### config.mk
export PLATFORM = sky130hd
export DESIGN_NAME = burst_rr_arbiter
export DESIGN_NICKNAME = d
export VERILOG_FILES = /design/src/rtl/burst_rr_arbiter.sv
export SDC_FILE = /design/constraint.sdc
export NUM_CORES = 1
export LEC_CHECK = 0
export BUFFER_PORTS_ARGS = -buffer_cell sky130_fd_sc_hd__buf_2
export CORE_MARGIN = 2
export CORE_UTILIZATION = 44
export CTS_CLUSTER_SIZE = 10
export DETAILED_ROUTE_END_ITERATION = 7
export GPL_TIMING_DRIVEN = 0
export PLACE_DENSITY = 0.71
export SYNTH_ARGS = -nofsm -noshare
export SYNTH_HDL_FRONTEND = slang
export SYNTH_SLANG_ARGS = --single-unit
### constraint.sdc
create_clock -name clk -period 1.7 [get_ports clk]
set_clock_uncertainty 0.15 [all_clocks]
set_input_delay 0.17 -clock clk [delete_from_list [all_inputs] [get_ports clk]]
set_output_delay 0.17 -clock clk [all_outputs]
set_load 0.1 [all_outputs]
### src/rtl/burst_rr_arbiter.sv
// Round-robin arbiter with burst locking: a grant is held until the holder signals
// last, drops req, or (when ARB_TIMEOUT_EN is defined) runs MAX_BURST cycles.
module burst_rr_arbiter #(
    parameter int N         = 4,
    parameter int MAX_BURST = 8
) (
    input  logic                 clk,
    input  logic                 rst_n,
    input  logic [N-1:0]         req,
    input  logic [N-1:0]         last,
    output logic [N-1:0]         grant,
    output logic [$clog2(N)-1:0] grant_id,
    output logic                 grant_valid
);

    localparam int ID_W = $clog2(N);

    typedef enum logic {
        IDLE,
        BUSY
    } state_e;

    if (N < 2 || MAX_BURST < 1) begin : g_bad_param
        $error("burst_rr_arbiter: requires N >= 2 and MAX_BURST >= 1");
    end

    state_e          state_q, state_d;
    logic [N-1:0]    grant_q, grant_d;
    logic [ID_W-1:0] gid_q, gid_d;
    logic [ID_W-1:0] ptr_q, ptr_d;
    logic [ID_W-1:0] nxt_ptr;
    logic [ID_W-1:0] sel;
    logic [N-1:0]    cand;
    logic [N-1:0]    search_vec;
    logic [ID_W-1:0] search_start;
    logic            rel;
    logic            to;

    // First set bit of vec, searched cyclically from start.
    function automatic logic [ID_W-1:0] pick(input logic [N-1:0] vec, input logic [ID_W-1:0] start);
        logic [ID_W-1:0] res;
        logic            found;
        int              pos;
        res   = '0;
        found = 1'b0;
        for (int k = 0; k < N; k++) begin
            pos = int'(start) + k;
            if (pos >= N) pos -= N;
            if (!found && vec[ID_W'(pos)]) begin
                found = 1'b1;
                res   = ID_W'(pos);
            end
        end
        return res;
    endfunction

`ifdef ARB_TIMEOUT_EN
    localparam int              CNT_W    = $clog2(MAX_BURST) + 1;
    localparam logic [CNT_W-1:0] CNT_LAST = CNT_W'(MAX_BURST - 1);

    logic [CNT_W-1:0] cnt_q, cnt_d;

    assign to    = (cnt_q == CNT_LAST);
    // Count beats only while the burst continues; every new grant starts at zero.
    assign cnt_d = (state_q == BUSY && !rel) ? cnt_q + 1'b1 : '0;

    always_ff @(posedge clk or negedge rst_n) begin
        if (!rst_n) cnt_q <= '0;
        else        cnt_q <= cnt_d;
    end
`else
    assign to = 1'b0;
`endif

    assign rel          = !req[gid_q] | last[gid_q] | to;
    assign nxt_ptr      = (gid_q == ID_W'(N - 1)) ? '0 : gid_q + 1'b1;
    // The holder is masked so a release always hands over when anyone else waits.
    assign cand         = req & ~grant_q;
    assign search_vec   = (state_q == IDLE) ? req : cand;
    assign search_start = (state_q == IDLE) ? ptr_q : nxt_ptr;
    assign sel          = pick(search_vec, search_start);

    always_comb begin
        // NOTE: every next-state signal gets a default first so no path infers a latch.
        state_d = state_q;
        grant_d = grant_q;
        gid_d   = gid_q;
        ptr_d   = ptr_q;
        case (state_q)
            IDLE: begin
                if (|req) begin
                    grant_d = N'(1) << sel;
                    gid_d   = sel;
                    state_d = BUSY;
                end
            end
            BUSY: begin
                if (rel) begin
                    ptr_d = nxt_ptr;
                    if (|cand) begin
                        grant_d = N'(1) << sel;
                        gid_d   = sel;
                    end else begin
                        grant_d = '0;
                        gid_d   = '0;
                        state_d = IDLE;
                    end
                end
            end
            default: state_d = IDLE;
        endcase
    end

    // NOTE: state registers use non-blocking assignments so all flops update together.
    always_ff @(posedge clk or negedge rst_n) begin
        if (!rst_n) begin
            state_q <= IDLE;
            grant_q <= '0;
            gid_q   <= '0;
            ptr_q   <= '0;
        end else begin
            state_q <= state_d;
            grant_q <= grant_d;
            gid_q   <= gid_d;
            ptr_q   <= ptr_d;
        end
    end

    assign grant       = grant_q;
    assign grant_id    = gid_q;
    assign grant_valid = |grant_q;

endmodule

* Word level (Yosys, flattened, before mapping)
Index checks and enable logic that the tools add are counted.
Storage, ports and cells: register bits after elaboration 9, input bits 10, output and inout port bits 7, logic and storage cells 83
Operators by class: add/sub/neg operators 8, order comparisons 9, equality and inequality tests 3, shifts and indexed selects 1, mux-type cells 42, bitwise gates (word level) 4, reductions and logical operators 12
Operator list (number):
- $mux 2 | 13
- $lt 2x4->1 const B | 4
- $mux 1 | 16
- $mux 4 | 4
- $bmux 1 s2 | 6
- $reduce_or 4->1 | 3
- $ge 3x3->1 const B | 3
- $pmux 4 s2 | 1
- $sub 2x1->2 const B | 4
- $add 2x2->3 const B | 2
- $and 4x4->4 | 1
- $logic_not 1->1 | 4
- $ne 2x1->1 const B | 2
- $not 4->4 | 1
- $pmux 2 s2 | 1
- $reduce_and 2->1 | 2
- $shl 1x2->4 const A | 1
- $add 2x1->3 const B | 1
- $ge 2x3->1 const B | 1
- $logic_and 1x1->1 | 3
- $lt 2x3->1 const B | 1
- $add 2x1->2 const B | 1
- $eq 2x2->1 const B | 1
- $pmux 1 s2 | 1
- 2 further kinds | 2

* Logic depth before layout (Yosys ltp)
Gate-level depths: netlist of the first run.
depth in word-level cells 22, mapped depth 6, depth with buffers taken out 5

* Worst setup path after synthesis of the first run
OpenSTA, ideal clock, no wires.
path type reg2reg, start register gid_q[1] (netlist: grant_id[1]), end register grant_q[0] (netlist: grant[0]), arrival time 2.175 ns, data required time 1.427 ns, path slack -0.748 ns, stages on the path, launching flop included 6, buffers on the path 0, clock period less this slack 2.448 ns, path through dfrtp_1 -> ha_1 -> a32oi_1 -> a21oi_1 -> a211o_1 -> a32o_1
On the way: word-level cells in the longest chain between the ends 22, elaborated cells on any way between the ends 57
RTL lines:
- start: declaration | RTL line 29 | logic [ID_W-1:0] gid_q, gid_d;
- start signal: assignment | RTL line 124 | gid_q <= gid_d;
- $add 2x1->2 or $eq 2x2->1 (tied branches) | RTL line 76 | assign nxt_ptr = (gid_q == ID_W'(N - 1)) ? '0 : gid_q + 1'b1;
- $mux 2 * | RTL line 76
- via nxt_ptr[1] | RTL line 31 | logic [ID_W-1:0] nxt_ptr;
- $mux 2 * | RTL line 80 | assign search_start = (state_q == IDLE) ? ptr_q : nxt_ptr;
- branches (longest 14 deep; another with $add 2x1->3)
- $mux 2 * | RTL line 49 | if (!found && vec[ID_W'(pos)]) begin
- $shl 1x2->4 * | RTL line 92, 101
- $mux 4 | RTL line 100 | if (|cand) begin
- $mux 4 | RTL line 98 | if (rel) begin
- $pmux 4 s2 * | RTL line 89 | case (state_q)
- end signal: assignment | RTL line 123 | grant_q <= grant_d;
- end: declaration | RTL line 28 | logic [N-1:0] grant_q, grant_d;
Mark *: on every way through the listed nets, which the timed path passes. The select of a mux whose other input is x is not followed. A chain may end at the register's enable or synchronous reset.

* Worst setup path in the final report of the first run
Ends and elaborated chain as after synthesis.

==> impl_metrics.tcl, run 1 <==
set metrics [dict create \
    n_antenna_cell 0 \
    synth.distinct_cells 35 \
    synth_warnings 0 \
    root_buffer "clkbuf_4" \
    hold_path_class "in -> async" \
    synth_area_um2 630.6 \
    min_period_over_period 1.119 \
    die_w_um 41.86 \
    fin_ws_ns -0.2016 \
    die_area_um2 1752 \
    setup_violations 9 \
    drcViolationCount 0 \
    worstMarginPinSlew_ns 0.4877 \
    seq_area_frac_synth 0.3571 \
    dpl_cell_area_um2 800.8 \
    end_kind "flip-flop" \
    numCtsBuffers 3 \
    dp_slack_ns -0.2005 \
    io_pins 17 \
    overflow 0 \
    status "finished with violations" \
    syn_nets 75 \
    path_class "reg -> reg" \
    rsz0062_at_grt "yes" \
    whs_ns 0.1342 \
    rows 13 \
    syn2layout_area_growth_pct 54.37 \
    via_per_inst 6.095 \
    hpwl_um 1153 \
    portBuffers 16 \
    nets 102 \
    critPathLaunchType "flip-flop" \
    synth_top_family_by_area "compound AO/OA/AOI/OAI gates" \
    dr_total_vias 640 \
    antenna_left 0 \
    htree_levels 1 \
    coreArea_um2 1318 \
    crit_required_ns 1.71 \
    synth_fa_ha_area_frac 0.01984 \
    mostFrequentLayoutCells "15 x buf_2, 5 x inv_1, 5 x buf_4" \
    crit_fanout 3 \
    drive_above_1_share 0.6444 \
    grt_pass1_wl_um 2863 \
    wl_per_cell_um 17.65 \
    grt_max_degree 11 \
    drt-initial-drc-count 13 \
    syn_area_per_cell_um2 9.853 \
    synthCells 64 \
    fp.dieH_um 41.86 \
    synthSimpleGateAreaFrac 0.1786 \
    violations "setup timing" \
    cts_tree "done" \
    cts.sinks 9 \
    ys_seq_elements 9 \
    finalHoldViolCount 0 \
    start_util 0.4786 \
    antenna_found_initial 0 \
    setup_tns_ns -1.489 \
    crit_arrival_ns 1.91 \
    muxShareOfSynthArea 0.03571 \
    dr.pass1.iters 2 \
    final_common_cell "buf_2" \
    drv_slew 0 \
    grt.total_usage 0.2157 \
    fillCellCount 96 \
    wirelength_um 1853 \
    cap_viol_max_count 0 \
    clkTransAtPathRegs_ns 0.06 \
    grt_pass1_vias 616 \
    synthXorXnorAreaFrac 0 \
    place.gp.congestion 0.7801 \
    fin_area_um2 973.4 \
    fmax_ghz 0.5259 \
    clockBufferDepth 2 \
    period_needed_ns 1.902 \
    relSlewSlack 0.6771 \
    clock_latency_ns 0.27 \
    synth_compound_area_frac 0.3492 \
]
## routing by layer
layer	GRT usage	share of wire	wire length [um]	up-vias
met5	0	0	0	-
met4	0.1161	0.024	44	0
met3	0.02609	0.043	79	5
met2	0.3125	0.47	869	16
met1	0.3083	0.46	860	315
li1	-	-	-	304
## cell families after synthesis
kind of cell / after synthesis
compound gates: 27
simple gates: 18
flops: 9
buf+inv: 7
mux: 2
fa+ha+maj: 1
## critical path, stage by stage, from the launching register on
cell and delay [ns]:
dfrtp_4 0.50, ha_4 0.27, a32oi_2 0.21, a21oi_1 0.14, a211o_1 0.27, a32o_1 0.25
## cells in the mapped netlist
library cell | number | share of area
o32ai_1 | 2 | 0.028
a31oi_1 | 3 | 0.030
nor2b_1 | 5 | 0.050
inv_1 | 5 | 0.030
nand2b_1 | 1 | 0.0099
o21a_1 | 1 | 0.012
and3b_1 | 1 | 0.014
a2111oi_2 | 1 | 0.024
a32oi_1 | 1 | 0.014
nand2_1 | 1 | 0.0059
dfrtp_1 | 9 | 0.36
o22a_1 | 1 | 0.014
nor2_2 | 1 | 0.0099
nor2_1 | 3 | 0.018
mux2_1 | 2 | 0.036
a21oi_1 | 3 | 0.024
a211oi_1 | 1 | 0.012
a21o_1 | 2 | 0.024
buf_4 | 1 | 0.012
ha_1 | 1 | 0.020
nor3b_1 | 2 | 0.024
o21ai_1 | 1 | 0.0079
and2b_1 | 1 | 0.012
o22ai_1 | 1 | 0.0099
nand3b_1 | 1 | 0.012
a311oi_1 | 1 | 0.014
o2bb2ai_1 | 1 | 0.014
buf_6 | 1 | 0.018
a22o_1 | 1 | 0.014
a32o_1 | 2 | 0.032
a211o_1 | 1 | 0.014
a21oi_2 | 1 | 0.014
a21boi_1 | 2 | 0.024
or4_1 | 2 | 0.024
o32ai_2 | 1 | 0.026
## final cells by class
| cell class | instances | area (um2) | area share |
|---|---|---|---|
| repair buffers | 22 | 142.6 | 0.1465 |
| plain buffers | 2 | 22.52 | 0.02314 |
| inverters | 5 | 18.77 | 0.01928 |
| well taps | 15 | 18.77 | 0.01928 |
| flip-flops and latches | 9 | 244.0 | 0.2506 |
| multi-input cells | 48 | 500.5 | 0.5141 |
| clock buffers | 4 | 26.28 | 0.02699 |
## flip-flops by register name, indices dropped and copies added (netlist names)
signal,flops
grant,4
grant_id,2
ptr_q,2
state_q,1
## final timing paths
path	startpoint	end	slack [ns]	cells past startpoint
worst min register to register	ptr_q[1]	ptr_q[1]	0.36	1
max in group asynchronous	rst_n	grant_id[0]	1.06	2
worst min-delay path	rst_n	grant[0]	0.13	2
worst max-delay path	grant_id[1]	grant[0]	-0.20	5
worst max register to register	grant_id[1]	grant[0]	-0.20	5
min in group clk	req[2]	state_q	0.19	3
## stage by stage
step	std cells	util
2_1_floorplan	64	-
3_5_place_dp	95	0.6078
3_3_place_gp	95	0.6078
5_1_grt	105	0.7388
6_report	105	0.7388
4_1_cts	103	0.6980
## timing repair
| action | in CTS | in global routing |
|---|---|---|
| hold buffers | 1 | 0 |
| resized for setup | 11 | 9 |
| endpoints found under the hold margin | 9 | 0 |
| setup endpoints to repair | 9 | 9 |
| pin swaps | 5 | 5 |
| setup buffers | 4 | 2 |
Power of run 1 is left out: the tool's default activity adds up to more than one toggle a clock period on the data nets, which glitch-free logic cannot reach.
==> run 2, diff against run 1 <==
--- a/config.mk
+++ b/config.mk
@@ -6,12 +6,12 @@
 export NUM_CORES = 1
 export LEC_CHECK = 0
 export BUFFER_PORTS_ARGS = -buffer_cell sky130_fd_sc_hd__buf_2
-export CORE_MARGIN = 2
-export CORE_UTILIZATION = 44
+export CORE_AREA = 2 2 39 41
 export CTS_CLUSTER_SIZE = 10
 export DETAILED_ROUTE_END_ITERATION = 7
+export DIE_AREA = 0 0 41 43
 export GPL_TIMING_DRIVEN = 0
-export PLACE_DENSITY = 0.71
+export PLACE_DENSITY = 0.73
 export SYNTH_ARGS = -nofsm -noshare
 export SYNTH_HDL_FRONTEND = slang
 export SYNTH_SLANG_ARGS = --single-unit
==> constraint.sdc (replaced) <==
create_clock -name clk -period 2.45 [get_ports clk]
set_clock_uncertainty 0.15 [all_clocks]
set_input_delay 0.245 -clock clk [delete_from_list [all_inputs] [get_ports clk]]
set_output_delay 0.245 -clock clk [all_outputs]
set_load 0.1 [all_outputs]
==> impl_metrics.tcl, run 2 (synthesized netlist as in run 1, its figures left out) <==
set metrics [dict create \
    rsz0062_at_grt "no" \
    n_antenna_cell 0 \
    dp_slack_ns 0.4544 \
    wl_per_cell_um 14.68 \
    crit_fanout 5 \
    min_period_over_period 0.8435 \
    period_needed_ns 2.066 \
    io_pins 17 \
    hpwl_um 1144 \
    numCtsBuffers 3 \
    wl_met1_um 697 \
    grt.total_usage 0.1951 \
    rows 14 \
    post_cts_buffers 0 \
    status "completed" \
    crit_required_ns 2.49 \
    largest_reg_flops 4 \
    coreArea_um2 1384 \
    overflow 0 \
    antenna_left 0 \
    drive_above_1_share 0.2941 \
    via_per_inst 6.139 \
    fp.dieH_um 43 \
    worstMarginPinSlew_ns 0.5268 \
    routed.top_layer "met4" \
    hold_path_class "in -> async" \
    die_w_um 41 \
    dr.pass1.iters 4 \
    root_buffer "clkbuf_4" \
    nets 97 \
    drt-initial-drc-count 6 \
    fillCellCount 143 \
    cts.sinks 9 \
    crit_arrival_ns 2.11 \
    place.gp.congestion 0.8078 \
    portBuffers 16 \
    grt_pass1_wl_um 2318 \
    path_class "reg -> reg" \
    cts-resized-gates 0 \
    cap_viol_max_count 0 \
    die_area_um2 1763 \
    critPathLaunchType "flip-flop" \
    wirelength_um 1483 \
    holdBufCountCts 1 \
    wl_met2_um 692 \
    htree_levels 1 \
    relSlewSlack 0.6467 \
    cts_tree "done" \
    setup_tns_ns 0 \
    clockBufferDepth 2 \
    mostFrequentLayoutCells "16 x buf_2, 9 x dfrtp_1, 5 x inv_1, 5 x nor2b_1" \
    drv_slew 0 \
    grt_pass1_vias 535 \
    syn2layout_area_growth_pct 21.63 \
    dr_total_vias 620 \
    final_common_cell "buf_2" \
    end_kind "flip-flop" \
    whs_ns 0.2117 \
    start_util 0.4557 \
    fin_ws_ns 0.3835 \
    drcViolationCount 0 \
    fmax_ghz 0.4839 \
    wl_met3_um 79 \
    clkTransAtPathRegs_ns 0.06 \
    antenna_found_initial 0 \
    clock_latency_ns 0.26 \
    post-route-util 0.5543 \
    setup_violations 0 \
    finalHoldViolCount 0 \
    grt_max_degree 11 \
]
## run 2: critical path, stage by stage (launching register included)
cell and delay, ns:
dfrtp_1 0.44, ha_1 0.34, a32oi_1 0.23, a21oi_1 0.12, a211oi_1 0.49, a32o_1 0.24
## run 2: through the flow
stage          instance area [um2]  cells
2_1_floorplan                630.6     64
3_3_place_gp                 730.7     96
3_5_place_dp                 730.7     96
4_1_cts                      767.0    101
5_1_grt                      767.0    101
6_report                     767.0    101
## run 2: routing by layer
layer,global-route usage,vias to the layer above
met5,0,-
met4,0.08000,0
met3,0.03665,3
met2,0.2594,17
met1,0.3027,302
li1,-,298
## run 2: cell type report
class                   instances  area, um2  share of cell area
flip-flops and latches          9      225.2              0.2936
repair buffers                 17      90.09              0.1175
multi-input cells              48      367.9              0.4796
well taps                      16      20.02             0.02610
clock buffers                   4      26.28             0.03426
inverters                       5      18.77             0.02447
plain buffers                   2      18.77             0.02447
## run 2: final timing paths
| path | startpoint | endpoint | slack [ns] | cells past startpoint |
|---|---|---|---|---|
| setup / recovery | grant_id[1] | grant[1] | 0.38 | 5 |
| hold / removal | rst_n | grant_id[0] | 0.21 | 2 |
| setup reg to reg | grant_id[1] | grant[1] | 0.38 | 5 |
| hold reg to reg | ptr_q[0] | ptr_q[0] | 0.34 | 1 |
| max in group asynchronous | rst_n | grant_id[1] | 1.76 | 2 |
| min in group clk | req[2] | state_q | 0.26 | 3 |
Power of run 2 is left out for the same reason.
